===== config.mk =====
export PLATFORM = sky130hd
export DESIGN_NAME = axi_lite_xbar_1ton_flat
export DESIGN_NICKNAME = d
export VERILOG_FILES = /design/src/rtl/axi_lite_xbar_1ton_if.sv /design/src/rtl/axi_lite_xbar_1ton.sv /design/src/flat_wrapper.sv
export SDC_FILE = /design/constraint.sdc
export NUM_CORES = 1
export LEC_CHECK = 0
export ABC_AREA = 1
export BUFFER_PORTS_ARGS = -buffer_cell sky130_fd_sc_hd__buf_2
export CORE_AREA = 3 3 133 135
export CTS_CLUSTER_SIZE = 12
export DETAILED_ROUTE_END_ITERATION = 8
export DIE_AREA = 0 0 136 138
export SETUP_SLACK_MARGIN = 0.1
export SLEW_MARGIN = 25
export SYNTH_ARGS = -nofsm -noshare
export SYNTH_HDL_FRONTEND = slang
export SYNTH_SLANG_ARGS = --single-unit

===== constraint.sdc =====
create_clock -name clk -period 2.93 [get_ports clk]
set_clock_uncertainty 0.2 [all_clocks]
set_input_delay 0.1465 -clock clk [delete_from_list [all_inputs] [get_ports clk]]
set_output_delay 0.1465 -clock clk [all_outputs]
set_load 0.05 [all_outputs]

===== src/rtl/axi_lite_xbar_1ton_if.sv =====
// Signal bundle for the 1-to-N AXI-lite crossbar: the CPU-facing m_* port and the
// per-slave s_* vectors. The crossbar uses the slave modport; the environment uses master.
interface axi_lite_xbar_1ton_if #(
  parameter int unsigned N_SLV = 2
) ();
  logic [31:0]         m_araddr;
  logic                m_arvalid;
  logic                m_arready;
  logic [31:0]         m_rdata;
  logic [1:0]          m_rresp;
  logic                m_rvalid;
  logic                m_rready;
  logic [31:0]         m_awaddr;
  logic                m_awvalid;
  logic                m_awready;
  logic [31:0]         m_wdata;
  logic [3:0]          m_wstrb;
  logic                m_wvalid;
  logic                m_wready;
  logic [1:0]          m_bresp;
  logic                m_bvalid;
  logic                m_bready;

  logic [31:0]         s_araddr;
  logic [N_SLV-1:0]    s_arvalid;
  logic [N_SLV-1:0]    s_arready;
  logic [N_SLV*32-1:0] s_rdata;
  logic [N_SLV*2-1:0]  s_rresp;
  logic [N_SLV-1:0]    s_rvalid;
  logic [N_SLV-1:0]    s_rready;
  logic [31:0]         s_awaddr;
  logic [31:0]         s_wdata;
  logic [3:0]          s_wstrb;
  logic [N_SLV-1:0]    s_awvalid;
  logic [N_SLV-1:0]    s_awready;
  logic [N_SLV-1:0]    s_wvalid;
  logic [N_SLV-1:0]    s_wready;
  logic [N_SLV*2-1:0]  s_bresp;
  logic [N_SLV-1:0]    s_bvalid;
  logic [N_SLV-1:0]    s_bready;

  modport slave (
    input  m_araddr, m_arvalid, m_rready, m_awaddr, m_awvalid, m_wdata, m_wstrb, m_wvalid,
           m_bready,
    output m_arready, m_rdata, m_rresp, m_rvalid, m_awready, m_wready, m_bresp, m_bvalid,
    output s_araddr, s_arvalid, s_rready, s_awaddr, s_wdata, s_wstrb, s_awvalid, s_wvalid,
           s_bready,
    input  s_arready, s_rdata, s_rresp, s_rvalid, s_awready, s_wready, s_bresp, s_bvalid
  );

  modport master (
    output m_araddr, m_arvalid, m_rready, m_awaddr, m_awvalid, m_wdata, m_wstrb, m_wvalid,
           m_bready,
    input  m_arready, m_rdata, m_rresp, m_rvalid, m_awready, m_wready, m_bresp, m_bvalid,
    input  s_araddr, s_arvalid, s_rready, s_awaddr, s_wdata, s_wstrb, s_awvalid, s_wvalid,
           s_bready,
    output s_arready, s_rdata, s_rresp, s_rvalid, s_awready, s_wready, s_bresp, s_bvalid
  );
endinterface


===== src/rtl/axi_lite_xbar_1ton.sv =====
// AXI-lite 1-to-N crossbar: base/mask decode, one outstanding read and one outstanding
// write, independent FSMs; unmapped accesses are answered locally with DECERR.
module axi_lite_xbar_1ton #(
  parameter int unsigned        N_SLV       = 2,
  parameter logic [N_SLV*32-1:0] SLV_BASE   = {32'h8000_0000, 32'h1000_0000},
  parameter logic [N_SLV*32-1:0] SLV_MASK   = {32'hF800_0000, 32'hFFFF_F000},
  parameter logic [31:0]        DECERR_DATA = 32'hDEAD_BEEF
) (
  input logic                   clk,
  input logic                   rst,
  axi_lite_xbar_1ton_if.slave   bus
);
  localparam int unsigned IdxW = (N_SLV > 1) ? $clog2(N_SLV) : 1;

  typedef enum logic [1:0] {RIdle, RAddr, RData} r_state_e;
  typedef enum logic [1:0] {WIdle, WFwd, WResp} w_state_e;

  logic [IdxW-1:0] ar_idx, aw_idx;
  logic            ar_hit, aw_hit;
  logic [31:0]     s_rdata_a [N_SLV];
  logic [1:0]      s_rresp_a [N_SLV];
  logic [1:0]      s_bresp_a [N_SLV];

  // Iterate downwards so the lowest matching index is the one that sticks.
  always_comb begin
    ar_hit = 1'b0;
    ar_idx = '0;
    aw_hit = 1'b0;
    aw_idx = '0;
    for (int i = int'(N_SLV) - 1; i >= 0; i--) begin
      if ((bus.m_araddr & SLV_MASK[32*i+:32]) == SLV_BASE[32*i+:32]) begin
        ar_hit = 1'b1;
        ar_idx = IdxW'(i);
      end
      if ((bus.m_awaddr & SLV_MASK[32*i+:32]) == SLV_BASE[32*i+:32]) begin
        aw_hit = 1'b1;
        aw_idx = IdxW'(i);
      end
    end
  end

  always_comb begin
    for (int i = 0; i < int'(N_SLV); i++) begin
      s_rdata_a[i] = bus.s_rdata[32*i+:32];
      s_rresp_a[i] = bus.s_rresp[2*i+:2];
      s_bresp_a[i] = bus.s_bresp[2*i+:2];
    end
  end

  // ---------------- read path ----------------
  r_state_e        r_state_q, r_state_d;
  logic [IdxW-1:0] r_tgt_q, r_tgt_d;
  logic            r_unmap_q, r_unmap_d;
  logic [31:0]     araddr_q, araddr_d;
  logic [31:0]     rdata_q, rdata_d;
  logic [1:0]      rresp_q, rresp_d;
  logic            rvalid_q, rvalid_d;

  always_ff @(posedge clk) begin
    if (!rst) begin
      r_state_q <= RIdle;
      r_tgt_q   <= '0;
      r_unmap_q <= 1'b0;
      araddr_q  <= '0;
      rdata_q   <= '0;
      rresp_q   <= '0;
      rvalid_q  <= 1'b0;
    end else begin
      r_state_q <= r_state_d;
      r_tgt_q   <= r_tgt_d;
      r_unmap_q <= r_unmap_d;
      araddr_q  <= araddr_d;
      rdata_q   <= rdata_d;
      rresp_q   <= rresp_d;
      rvalid_q  <= rvalid_d;
    end
  end

  always_comb begin
    r_state_d     = r_state_q;
    r_tgt_d       = r_tgt_q;
    r_unmap_d     = r_unmap_q;
    araddr_d      = araddr_q;
    rdata_d       = rdata_q;
    rresp_d       = rresp_q;
    rvalid_d      = rvalid_q;
    bus.m_arready = 1'b0;
    bus.s_arvalid = '0;
    bus.s_rready  = '0;
    bus.m_rvalid  = rvalid_q;
    bus.m_rdata   = rdata_q;
    bus.m_rresp   = rresp_q;
    unique case (r_state_q)
      RIdle: begin
        bus.m_arready = 1'b1;
        if (bus.m_arvalid) begin
          araddr_d  = bus.m_araddr;
          r_tgt_d   = ar_idx;
          r_unmap_d = !ar_hit;
          if (ar_hit) begin
            r_state_d = RAddr;
          end else begin
            rdata_d   = DECERR_DATA;
            rresp_d   = 2'b11;
            rvalid_d  = 1'b1;
            r_state_d = RData;
          end
        end
      end
      RAddr: begin
        bus.s_arvalid[r_tgt_q] = 1'b1;
        if (bus.s_arready[r_tgt_q]) r_state_d = RData;
      end
      RData: begin
        if (r_unmap_q) begin
          if (bus.m_rready) begin
            rvalid_d  = 1'b0;
            r_state_d = RIdle;
          end
        end else begin
          bus.m_rvalid          = bus.s_rvalid[r_tgt_q];
          bus.m_rdata           = s_rdata_a[r_tgt_q];
          bus.m_rresp           = s_rresp_a[r_tgt_q];
          bus.s_rready[r_tgt_q] = bus.m_rready;
          if (bus.s_rvalid[r_tgt_q] && bus.m_rready) r_state_d = RIdle;
        end
      end
      default: r_state_d = RIdle;
    endcase
  end

  assign bus.s_araddr = araddr_q;

  // ---------------- write path ----------------
  w_state_e        w_state_q, w_state_d;
  logic [IdxW-1:0] w_tgt_q, w_tgt_d;
  logic            w_unmap_q, w_unmap_d;
  logic [31:0]     awaddr_q, awaddr_d;
  logic [31:0]     wdata_q, wdata_d;
  logic [3:0]      wstrb_q, wstrb_d;
  logic            aw_held_q, aw_held_d, w_held_q, w_held_d;
  logic            aw_pend_q, aw_pend_d, w_pend_q, w_pend_d;
  logic            bvalid_q, bvalid_d;
  logic [1:0]      bresp_q, bresp_d;
  logic            aw_fire, w_fire;

  always_ff @(posedge clk) begin
    if (!rst) begin
      w_state_q <= WIdle;
      w_tgt_q   <= '0;
      w_unmap_q <= 1'b0;
      awaddr_q  <= '0;
      wdata_q   <= '0;
      wstrb_q   <= '0;
      aw_held_q <= 1'b0;
      w_held_q  <= 1'b0;
      aw_pend_q <= 1'b0;
      w_pend_q  <= 1'b0;
      bvalid_q  <= 1'b0;
      bresp_q   <= '0;
    end else begin
      w_state_q <= w_state_d;
      w_tgt_q   <= w_tgt_d;
      w_unmap_q <= w_unmap_d;
      awaddr_q  <= awaddr_d;
      wdata_q   <= wdata_d;
      wstrb_q   <= wstrb_d;
      aw_held_q <= aw_held_d;
      w_held_q  <= w_held_d;
      aw_pend_q <= aw_pend_d;
      w_pend_q  <= w_pend_d;
      bvalid_q  <= bvalid_d;
      bresp_q   <= bresp_d;
    end
  end

  always_comb begin
    w_state_d     = w_state_q;
    w_tgt_d       = w_tgt_q;
    w_unmap_d     = w_unmap_q;
    awaddr_d      = awaddr_q;
    wdata_d       = wdata_q;
    wstrb_d       = wstrb_q;
    aw_held_d     = aw_held_q;
    w_held_d      = w_held_q;
    aw_pend_d     = aw_pend_q;
    w_pend_d      = w_pend_q;
    bvalid_d      = bvalid_q;
    bresp_d       = bresp_q;
    aw_fire       = 1'b0;
    w_fire        = 1'b0;
    bus.m_awready = 1'b0;
    bus.m_wready  = 1'b0;
    bus.s_awvalid = '0;
    bus.s_wvalid  = '0;
    bus.s_bready  = '0;
    bus.m_bvalid  = bvalid_q;
    bus.m_bresp   = bresp_q;
    unique case (w_state_q)
      WIdle: begin
        bus.m_awready = !aw_held_q;
        bus.m_wready  = !w_held_q;
        aw_fire       = !aw_held_q && bus.m_awvalid;
        w_fire        = !w_held_q && bus.m_wvalid;
        if (aw_fire) begin
          awaddr_d  = bus.m_awaddr;
          w_tgt_d   = aw_idx;
          w_unmap_d = !aw_hit;
          aw_held_d = 1'b1;
        end
        if (w_fire) begin
          wdata_d  = bus.m_wdata;
          wstrb_d  = bus.m_wstrb;
          w_held_d = 1'b1;
        end
        if ((aw_held_q || aw_fire) && (w_held_q || w_fire)) begin
          aw_held_d = 1'b0;
          w_held_d  = 1'b0;
          if (w_unmap_d) begin
            bvalid_d  = 1'b1;
            bresp_d   = 2'b11;
            w_state_d = WResp;
          end else begin
            aw_pend_d = 1'b1;
            w_pend_d  = 1'b1;
            w_state_d = WFwd;
          end
        end
      end
      WFwd: begin
        bus.s_awvalid[w_tgt_q] = aw_pend_q;
        bus.s_wvalid[w_tgt_q]  = w_pend_q;
        if (bus.s_awready[w_tgt_q]) aw_pend_d = 1'b0;
        if (bus.s_wready[w_tgt_q])  w_pend_d  = 1'b0;
        if (!aw_pend_d && !w_pend_d) w_state_d = WResp;
      end
      WResp: begin
        if (w_unmap_q) begin
          if (bus.m_bready) begin
            bvalid_d  = 1'b0;
            w_state_d = WIdle;
          end
        end else begin
          bus.m_bvalid          = bus.s_bvalid[w_tgt_q];
          bus.m_bresp           = s_bresp_a[w_tgt_q];
          bus.s_bready[w_tgt_q] = bus.m_bready;
          if (bus.s_bvalid[w_tgt_q] && bus.m_bready) w_state_d = WIdle;
        end
      end
      default: w_state_d = WIdle;
    endcase
  end

  assign bus.s_awaddr = awaddr_q;
  assign bus.s_wdata  = wdata_q;
  assign bus.s_wstrb  = wstrb_q;
endmodule

===== src/flat_wrapper.sv =====
// flat-port wrapper written by rule: the top's interface ports become plain ports
module axi_lite_xbar_1ton_flat 
#(
  parameter int unsigned        N_SLV       = 2,
  parameter logic [N_SLV*32-1:0] SLV_BASE   = {32'h8000_0000, 32'h1000_0000},
  parameter logic [N_SLV*32-1:0] SLV_MASK   = {32'hF800_0000, 32'hFFFF_F000},
  parameter logic [31:0]        DECERR_DATA = 32'hDEAD_BEEF
)
  (clk, rst, bus_m_araddr, bus_m_arvalid, bus_m_rready, bus_m_awaddr, bus_m_awvalid, bus_m_wdata, bus_m_wstrb, bus_m_wvalid, bus_m_bready, bus_m_arready, bus_m_rdata, bus_m_rresp, bus_m_rvalid, bus_m_awready, bus_m_wready, bus_m_bresp, bus_m_bvalid, bus_s_araddr, bus_s_arvalid, bus_s_rready, bus_s_awaddr, bus_s_wdata, bus_s_wstrb, bus_s_awvalid, bus_s_wvalid, bus_s_bready, bus_s_arready, bus_s_rdata, bus_s_rresp, bus_s_rvalid, bus_s_awready, bus_s_wready, bus_s_bresp, bus_s_bvalid);
  axi_lite_xbar_1ton_if #(.N_SLV(N_SLV)) bus_i ();
  input logic clk;
  input logic rst;
  input wire logic [$bits(bus_i.m_araddr)-1:0] bus_m_araddr;
  input wire logic [$bits(bus_i.m_arvalid)-1:0] bus_m_arvalid;
  input wire logic [$bits(bus_i.m_rready)-1:0] bus_m_rready;
  input wire logic [$bits(bus_i.m_awaddr)-1:0] bus_m_awaddr;
  input wire logic [$bits(bus_i.m_awvalid)-1:0] bus_m_awvalid;
  input wire logic [$bits(bus_i.m_wdata)-1:0] bus_m_wdata;
  input wire logic [$bits(bus_i.m_wstrb)-1:0] bus_m_wstrb;
  input wire logic [$bits(bus_i.m_wvalid)-1:0] bus_m_wvalid;
  input wire logic [$bits(bus_i.m_bready)-1:0] bus_m_bready;
  output wire logic [$bits(bus_i.m_arready)-1:0] bus_m_arready;
  output wire logic [$bits(bus_i.m_rdata)-1:0] bus_m_rdata;
  output wire logic [$bits(bus_i.m_rresp)-1:0] bus_m_rresp;
  output wire logic [$bits(bus_i.m_rvalid)-1:0] bus_m_rvalid;
  output wire logic [$bits(bus_i.m_awready)-1:0] bus_m_awready;
  output wire logic [$bits(bus_i.m_wready)-1:0] bus_m_wready;
  output wire logic [$bits(bus_i.m_bresp)-1:0] bus_m_bresp;
  output wire logic [$bits(bus_i.m_bvalid)-1:0] bus_m_bvalid;
  output wire logic [$bits(bus_i.s_araddr)-1:0] bus_s_araddr;
  output wire logic [$bits(bus_i.s_arvalid)-1:0] bus_s_arvalid;
  output wire logic [$bits(bus_i.s_rready)-1:0] bus_s_rready;
  output wire logic [$bits(bus_i.s_awaddr)-1:0] bus_s_awaddr;
  output wire logic [$bits(bus_i.s_wdata)-1:0] bus_s_wdata;
  output wire logic [$bits(bus_i.s_wstrb)-1:0] bus_s_wstrb;
  output wire logic [$bits(bus_i.s_awvalid)-1:0] bus_s_awvalid;
  output wire logic [$bits(bus_i.s_wvalid)-1:0] bus_s_wvalid;
  output wire logic [$bits(bus_i.s_bready)-1:0] bus_s_bready;
  input wire logic [$bits(bus_i.s_arready)-1:0] bus_s_arready;
  input wire logic [$bits(bus_i.s_rdata)-1:0] bus_s_rdata;
  input wire logic [$bits(bus_i.s_rresp)-1:0] bus_s_rresp;
  input wire logic [$bits(bus_i.s_rvalid)-1:0] bus_s_rvalid;
  input wire logic [$bits(bus_i.s_awready)-1:0] bus_s_awready;
  input wire logic [$bits(bus_i.s_wready)-1:0] bus_s_wready;
  input wire logic [$bits(bus_i.s_bresp)-1:0] bus_s_bresp;
  input wire logic [$bits(bus_i.s_bvalid)-1:0] bus_s_bvalid;
  assign bus_i.m_araddr = bus_m_araddr;
  assign bus_i.m_arvalid = bus_m_arvalid;
  assign bus_i.m_rready = bus_m_rready;
  assign bus_i.m_awaddr = bus_m_awaddr;
  assign bus_i.m_awvalid = bus_m_awvalid;
  assign bus_i.m_wdata = bus_m_wdata;
  assign bus_i.m_wstrb = bus_m_wstrb;
  assign bus_i.m_wvalid = bus_m_wvalid;
  assign bus_i.m_bready = bus_m_bready;
  assign bus_m_arready = bus_i.m_arready;
  assign bus_m_rdata = bus_i.m_rdata;
  assign bus_m_rresp = bus_i.m_rresp;
  assign bus_m_rvalid = bus_i.m_rvalid;
  assign bus_m_awready = bus_i.m_awready;
  assign bus_m_wready = bus_i.m_wready;
  assign bus_m_bresp = bus_i.m_bresp;
  assign bus_m_bvalid = bus_i.m_bvalid;
  assign bus_s_araddr = bus_i.s_araddr;
  assign bus_s_arvalid = bus_i.s_arvalid;
  assign bus_s_rready = bus_i.s_rready;
  assign bus_s_awaddr = bus_i.s_awaddr;
  assign bus_s_wdata = bus_i.s_wdata;
  assign bus_s_wstrb = bus_i.s_wstrb;
  assign bus_s_awvalid = bus_i.s_awvalid;
  assign bus_s_wvalid = bus_i.s_wvalid;
  assign bus_s_bready = bus_i.s_bready;
  assign bus_i.s_arready = bus_s_arready;
  assign bus_i.s_rdata = bus_s_rdata;
  assign bus_i.s_rresp = bus_s_rresp;
  assign bus_i.s_rvalid = bus_s_rvalid;
  assign bus_i.s_awready = bus_s_awready;
  assign bus_i.s_wready = bus_s_wready;
  assign bus_i.s_bresp = bus_s_bresp;
  assign bus_i.s_bvalid = bus_s_bvalid;
  axi_lite_xbar_1ton #(.N_SLV(N_SLV), .SLV_BASE(SLV_BASE), .SLV_MASK(SLV_MASK), .DECERR_DATA(DECERR_DATA)) u_core (.clk(clk), .rst(rst), .bus(bus_i));
endmodule

**Word level (Yosys, flattened, before mapping)**

Cells that the tools add are included.

- Flip-flop bits (word level): 117
- Bits of input ports: 189
- Output and inout port bits: 151
- Word-level logic and storage cells: 177

- Order comparisons: 6
- Equal/unequal tests: 23
- Muxes and demuxes: 87
- Bitwise operators: 7
- Reductions and logical operators: 35

Operator list:

| cell | number |
|---|---|
| two-way mux 32 bit | 5 |
| two-way mux 2 bit | 29 |
| two-way mux 1 bit | 45 |
| == test 20 x 17 -> 1 bit, second input constant | 2 |
| inequality test 2 bit, second input constant | 6 |
| case mux 2 bit (3 select lines) | 2 |
| == test 5 bit, second input constant | 2 |
| inequality test 2 x 1 -> 1 bit, second input constant | 5 |
| AND reduction 2 bit | 5 |
| AND reduction 5 bit | 2 |
| nonzero test 2 bit | 5 |
| AND reduction 3 bit | 3 |
| AND 2 bit | 4 |
| logical AND 1 bit | 8 |
| case mux 1 bit (2 select lines) | 4 |
| AND reduction 4 bit | 2 |
| zero test 1 bit | 6 |
| inequality test 3 x 1 -> 1 bit, second input constant | 2 |
| inequality test 3 bit, second input constant | 2 |
| == test 2 x 1 -> 1 bit, second input constant | 2 |
| == test 2 bit, second input constant | 2 |
| greater-or-equal comparator 2 bit, second input constant | 2 |
| zero test 2 bit | 2 |
| < comparator 1 x 2 -> 1 bit, second input constant | 2 |
| 5 further kinds | 9 |

**Longest topological paths before layout**

- Depth after elaboration: 9
- Mapped depth: 9

**Worst setup path after synthesis**

Ideal clock, no wire load.

- Path type: reg-to-output
- Start: register u_core.r_state_q[1]
- End: output port bus_m_rdata[25]
- Data arrival time: 2.078 ns
- Data required time: 2.584 ns
- Slack: 0.505 ns
- Cell stages (with the launch flop): 6
- Path through: dfxtp_1 > nand2_1 > or2_4 > buf_6 > buf_6 > o21ai_0

- Cells in the longest elaborated chain, start to end: 2

RTL lines:

| item | RTL line | source |
|---|---|---|
| from (decl) | axi_lite_xbar_1ton.sv:51 | `r_state_e r_state_q, r_state_d;` |
| from (signal assigned) | axi_lite_xbar_1ton.sv:61 | `r_state_q <= RIdle;` |
| from (signal assigned) | axi_lite_xbar_1ton.sv:69 | `r_state_q <= r_state_d;` |
| == test 2 bit | axi_lite_xbar_1ton.sv:93 | `unique case (r_state_q)` |
| two-way mux 32 bit | axi_lite_xbar_1ton.sv:93 |  |
| to (decl) | flat_wrapper.sv:23 | `output wire logic [$bits(bus_i.m_rdata)-1:0] bus_m_rdata;` |

Every way passes these cells.

**Worst setup path after layout**

- Start: register u_core.r_tgt_q
- End: output port bus_m_rdata[0]

- Cells in the longest elaborated chain, start to end: 6

RTL lines:

| item | RTL line | source |
|---|---|---|
| from (decl) | axi_lite_xbar_1ton.sv:52 | `logic [IdxW-1:0] r_tgt_q, r_tgt_d;` |
| from (signal assigned) | axi_lite_xbar_1ton.sv:70 | `r_tgt_q <= r_tgt_d;` |
| inverter 1 -> 2 bit (implied by the code) | axi_lite_xbar_1ton.sv:122 | `bus.m_rdata = s_rdata_a[r_tgt_q];` |
| two-way mux 32 bit (implied by the code) (3 in series) | axi_lite_xbar_1ton.sv:122 |  |
| two-way mux 32 bit | axi_lite_xbar_1ton.sv:115 | `if (r_unmap_q) begin` |
| two-way mux 32 bit | axi_lite_xbar_1ton.sv:93 |  |

Every way passes these cells. The select of a mux whose other input is x is not followed.

==> results.yml <==
outcome:
  status: "complete, no violations"
cells_and_area:
  antenna_cells: 0
  drive_gt1_share_pct: 34.4
  area_delta_synth_final_pct: 66.1
  fin_util_pct: 51.9
  num-nets-final: 1328
  nFillCells: 1577
worst_hold_path:
  hp-class: "input port to flop"
placed_design:
  hpwlAfterDp_mm: 13.2
  io_buffers: 339
  place_congestion: 0.865
setup_path:
  cp.arrival_ps: 2010
  r2r_slack_ps: 940
  endpoint_kind: "primary output"
  startpoint_type: "flop"
  critPathMaxFanout: 21
  required_ps: 2580
  path_class: "flop to primary output"
yosys:
  ys_ff_latch: 116
  synth_top_area_share_pct: 44.8
  synth_area_leaders: "dfxtp_1 (45%), nor2_1 (16%), o21ai_0 (11%)"
  syn_avg_cell_area_um2: 7.26
  synthArstFlopShare_pct: 0
  syn_nets: 902
  synth_warnings: 0
  syn_area_mm2: 0.00518
  synthCells: 713
  synth.distinct_cells: 35
  yosysSeqAreaShare_pct: 44.8
  synth-edff-count: 0
  synth.largest_area_cell: "dfxtp_1"
  ys.flop_type: "dfxtp_1"
die:
  io_pins: 340
  die_x_um: 136
  dieArea_mm2: 0.0188
  num_rows: 47
  design.core.area_mm2: 0.0166
  chipHeight_um: 138
  start_util_pct: 31.2
routing:
  ant_nets: 0
  dr.pass1.iters: 5
  viasPerCell: 4.53
  drc: 0
  wl_mm: 19.7
  drt_iter0_drc: 238
  wl_per_cell_um: 14.4
  vias: 6211
timing:
  finalSetupViolCount: 0
  drv_slew: 0
  fin_setup_tns_ps: 0
  period_share_pct: 80.3
  max_freq_mhz: 425
  hold_viol_final: 0
  rsz0062_at_grt: "false"
  slew_headroom_pct: 37.6
  timing.final.crit_period_ps: 2350
  worstMarginPinSlew_ps: 934
flow_run:
  cap_violations: 0
pwr:
  p_comb_share_pct: 54.6
  p_leak_nw: 4.31
  p_seq_share_pct: 24.3
  intPower_w: 0.00458
  clockPowerShare_pct: 21.1
  p_per_area_mw_per_mm2: 1120
  p_sw_w: 0.00508
  swShare_pct: 52.6
  irDropWorstVdd_mv: 0.641
clocking:
  worst_skew_pair.late_latency_ps: 420
  clkSinkCount: 116
  ctsLongestPathBuffers: 2
  cts-root-buf: "clkbuf_16"
  clk_pin_slew_ps: 60
  cts_resized: 0
  post-cts-setup-buffers: 0
  cts_made_buffers: 17
  cts_tree: "yes"
  htreeDepth: 4
  cts_hold_buffers: 107
global_route:
  grt_use_total_pct: 20.3
  grt_pass1_wl_mm: 30.8
  grt_max_degree: 113
  grt-ovfl-total: 0
  antenna_found_initial: 0
  first_global_vias: 6182
[path summary, 6_finish.rpt]
path / from / end / cells past startpoint
worst max register to register: u_core.w_tgt_q$_SDFFE_PN0P_ / u_core.w_pend_q$_SDFFE_PN0P_ / 7
worst min-delay path: bus_m_wvalid / u_core.bresp_q[0]$_SDFFE_PN0P_ / 5
worst max-delay path: u_core.r_tgt_q$_SDFFE_PN0P_ / bus_m_rdata[0] / 4
worst min register to register: u_core.rvalid_q$_SDFFE_PN0P_ / u_core.rvalid_q$_SDFFE_PN0P_ / 2
[per-stage QoR]
stage	hold slack (ps)	total power (W)	instances	setup slack, ps	cell area (µm²)
after CTS	6.96	0.00970	1372	561	8600
final	19.4	0.00966	1372	578	8600
after global routing	90.1	0.0102	1372	457	8600
after floorplan	81.0	0.00642	713	505	5180
after detailed placement	180	0.00752	1233	1000	6940
after global placement	170	0.00750	1233	1030	6940
[flip-flops by register name (all words and copies together) (netlist names), 2 cells and up]
signal and count:
u_core.bus.s_araddr 32, u_core.bus.s_awaddr 32, u_core.bus.s_wdata 32, u_core.bus.s_wstrb 4
u_core.r_state_q 2, u_core.w_state_q 2
[synth_stat cells, types with 2 or more instances]
library cell	n
buf_4	4
buf_2	14
a21oi_1	27
a21oi_2	2
inv_2	2
mux2i_1	28
nor2_2	4
nor2_4	3
nor2_1	227
dfxtp_1	116
clkbuf_1	16
o21ai_0	113
nand3_1	10
or2_2	2
inv_1	27
o21ai_1	21
buf_6	7
nor3_1	10
nand2_1	64
[power by group through the flow]
| stage | clock, W | sequential (W) | combinational (W) |
|---|---|---|---|
| after detailed placement | 0 | 0.00236 | 0.00515 |
| after global placement | 0 | 0.00236 | 0.00514 |
| after global routing | 0.00216 | 0.00241 | 0.00564 |
| after CTS | 0.00207 | 0.00234 | 0.00529 |
| final | 0.00204 | 0.00235 | 0.00527 |
| after floorplan | 0 | 0.00370 | 0.00273 |
[cell families (layout without fill, tap and decap cells)]
logic type / Yosys count / in the layout / synth area share, %
compound gates: 167 / 167 / 16.4
buf+inv: 73 / 512 / 7.06
flops: 116 / 116 / 44.8
mux: 28 / 28 / 5.41
simple gates: 329 / 329 / 26.3
[area by class of cell]
| cell class | count | area, µm² | share of cell area, % |
|---|---|---|---|
| Inverter | 30 | 115 | 1.34 |
| Sequential cell | 116 | 2320 | 27.0 |
| Timing Repair Buffer | 450 | 2810 | 32.7 |
| Clock inverter | 13 | 134 | 1.56 |
| Clock buffer | 19 | 453 | 5.27 |
| Tap cell | 220 | 275 | 3.20 |
| Multi-Input combinational cell | 524 | 2490 | 29.0 |
[cell usage in the layout (no fill, tap or decap), types with 2 or more instances in the layout]
cell type	synthesis	routed
nand3_1	10	10
o21ai_0	113	113
mux2i_1	28	28
or2_2	2	2
inv_2	2	2
bufinv_16	0	2
dlygate4sd3_1	0	107
a21oi_1	27	27
clkbuf_8	0	2
a21oi_2	2	2
clkbuf_16	0	17
nor3_1	10	10
inv_1	27	27
nor2_1	227	227
nor2_2	4	4
clkinvlp_4	0	6
dfxtp_1	116	115
nor2_4	3	3
clkinv_2	0	4
nand2_1	64	64
buf_2	14	339
buf_4	4	3
o21ai_1	21	21
[per-layer routing]
layer  up-vias  wire [µm]  global-route usage, %
met5         -          0                      0
met4         0        546                   7.96
li1       3167          -                      -
met1      2755       7770                   22.3
met2       253       9580                   35.0
met3        36       1810                   7.74
[worst max-delay path, stage by stage, from the launching register on]
cell	delay, ps
dfxtp_2	570
buf_4	410
mux2i_1	130
o21ai_0	190
buf_2	300
(Power assumes the default switching activity.)
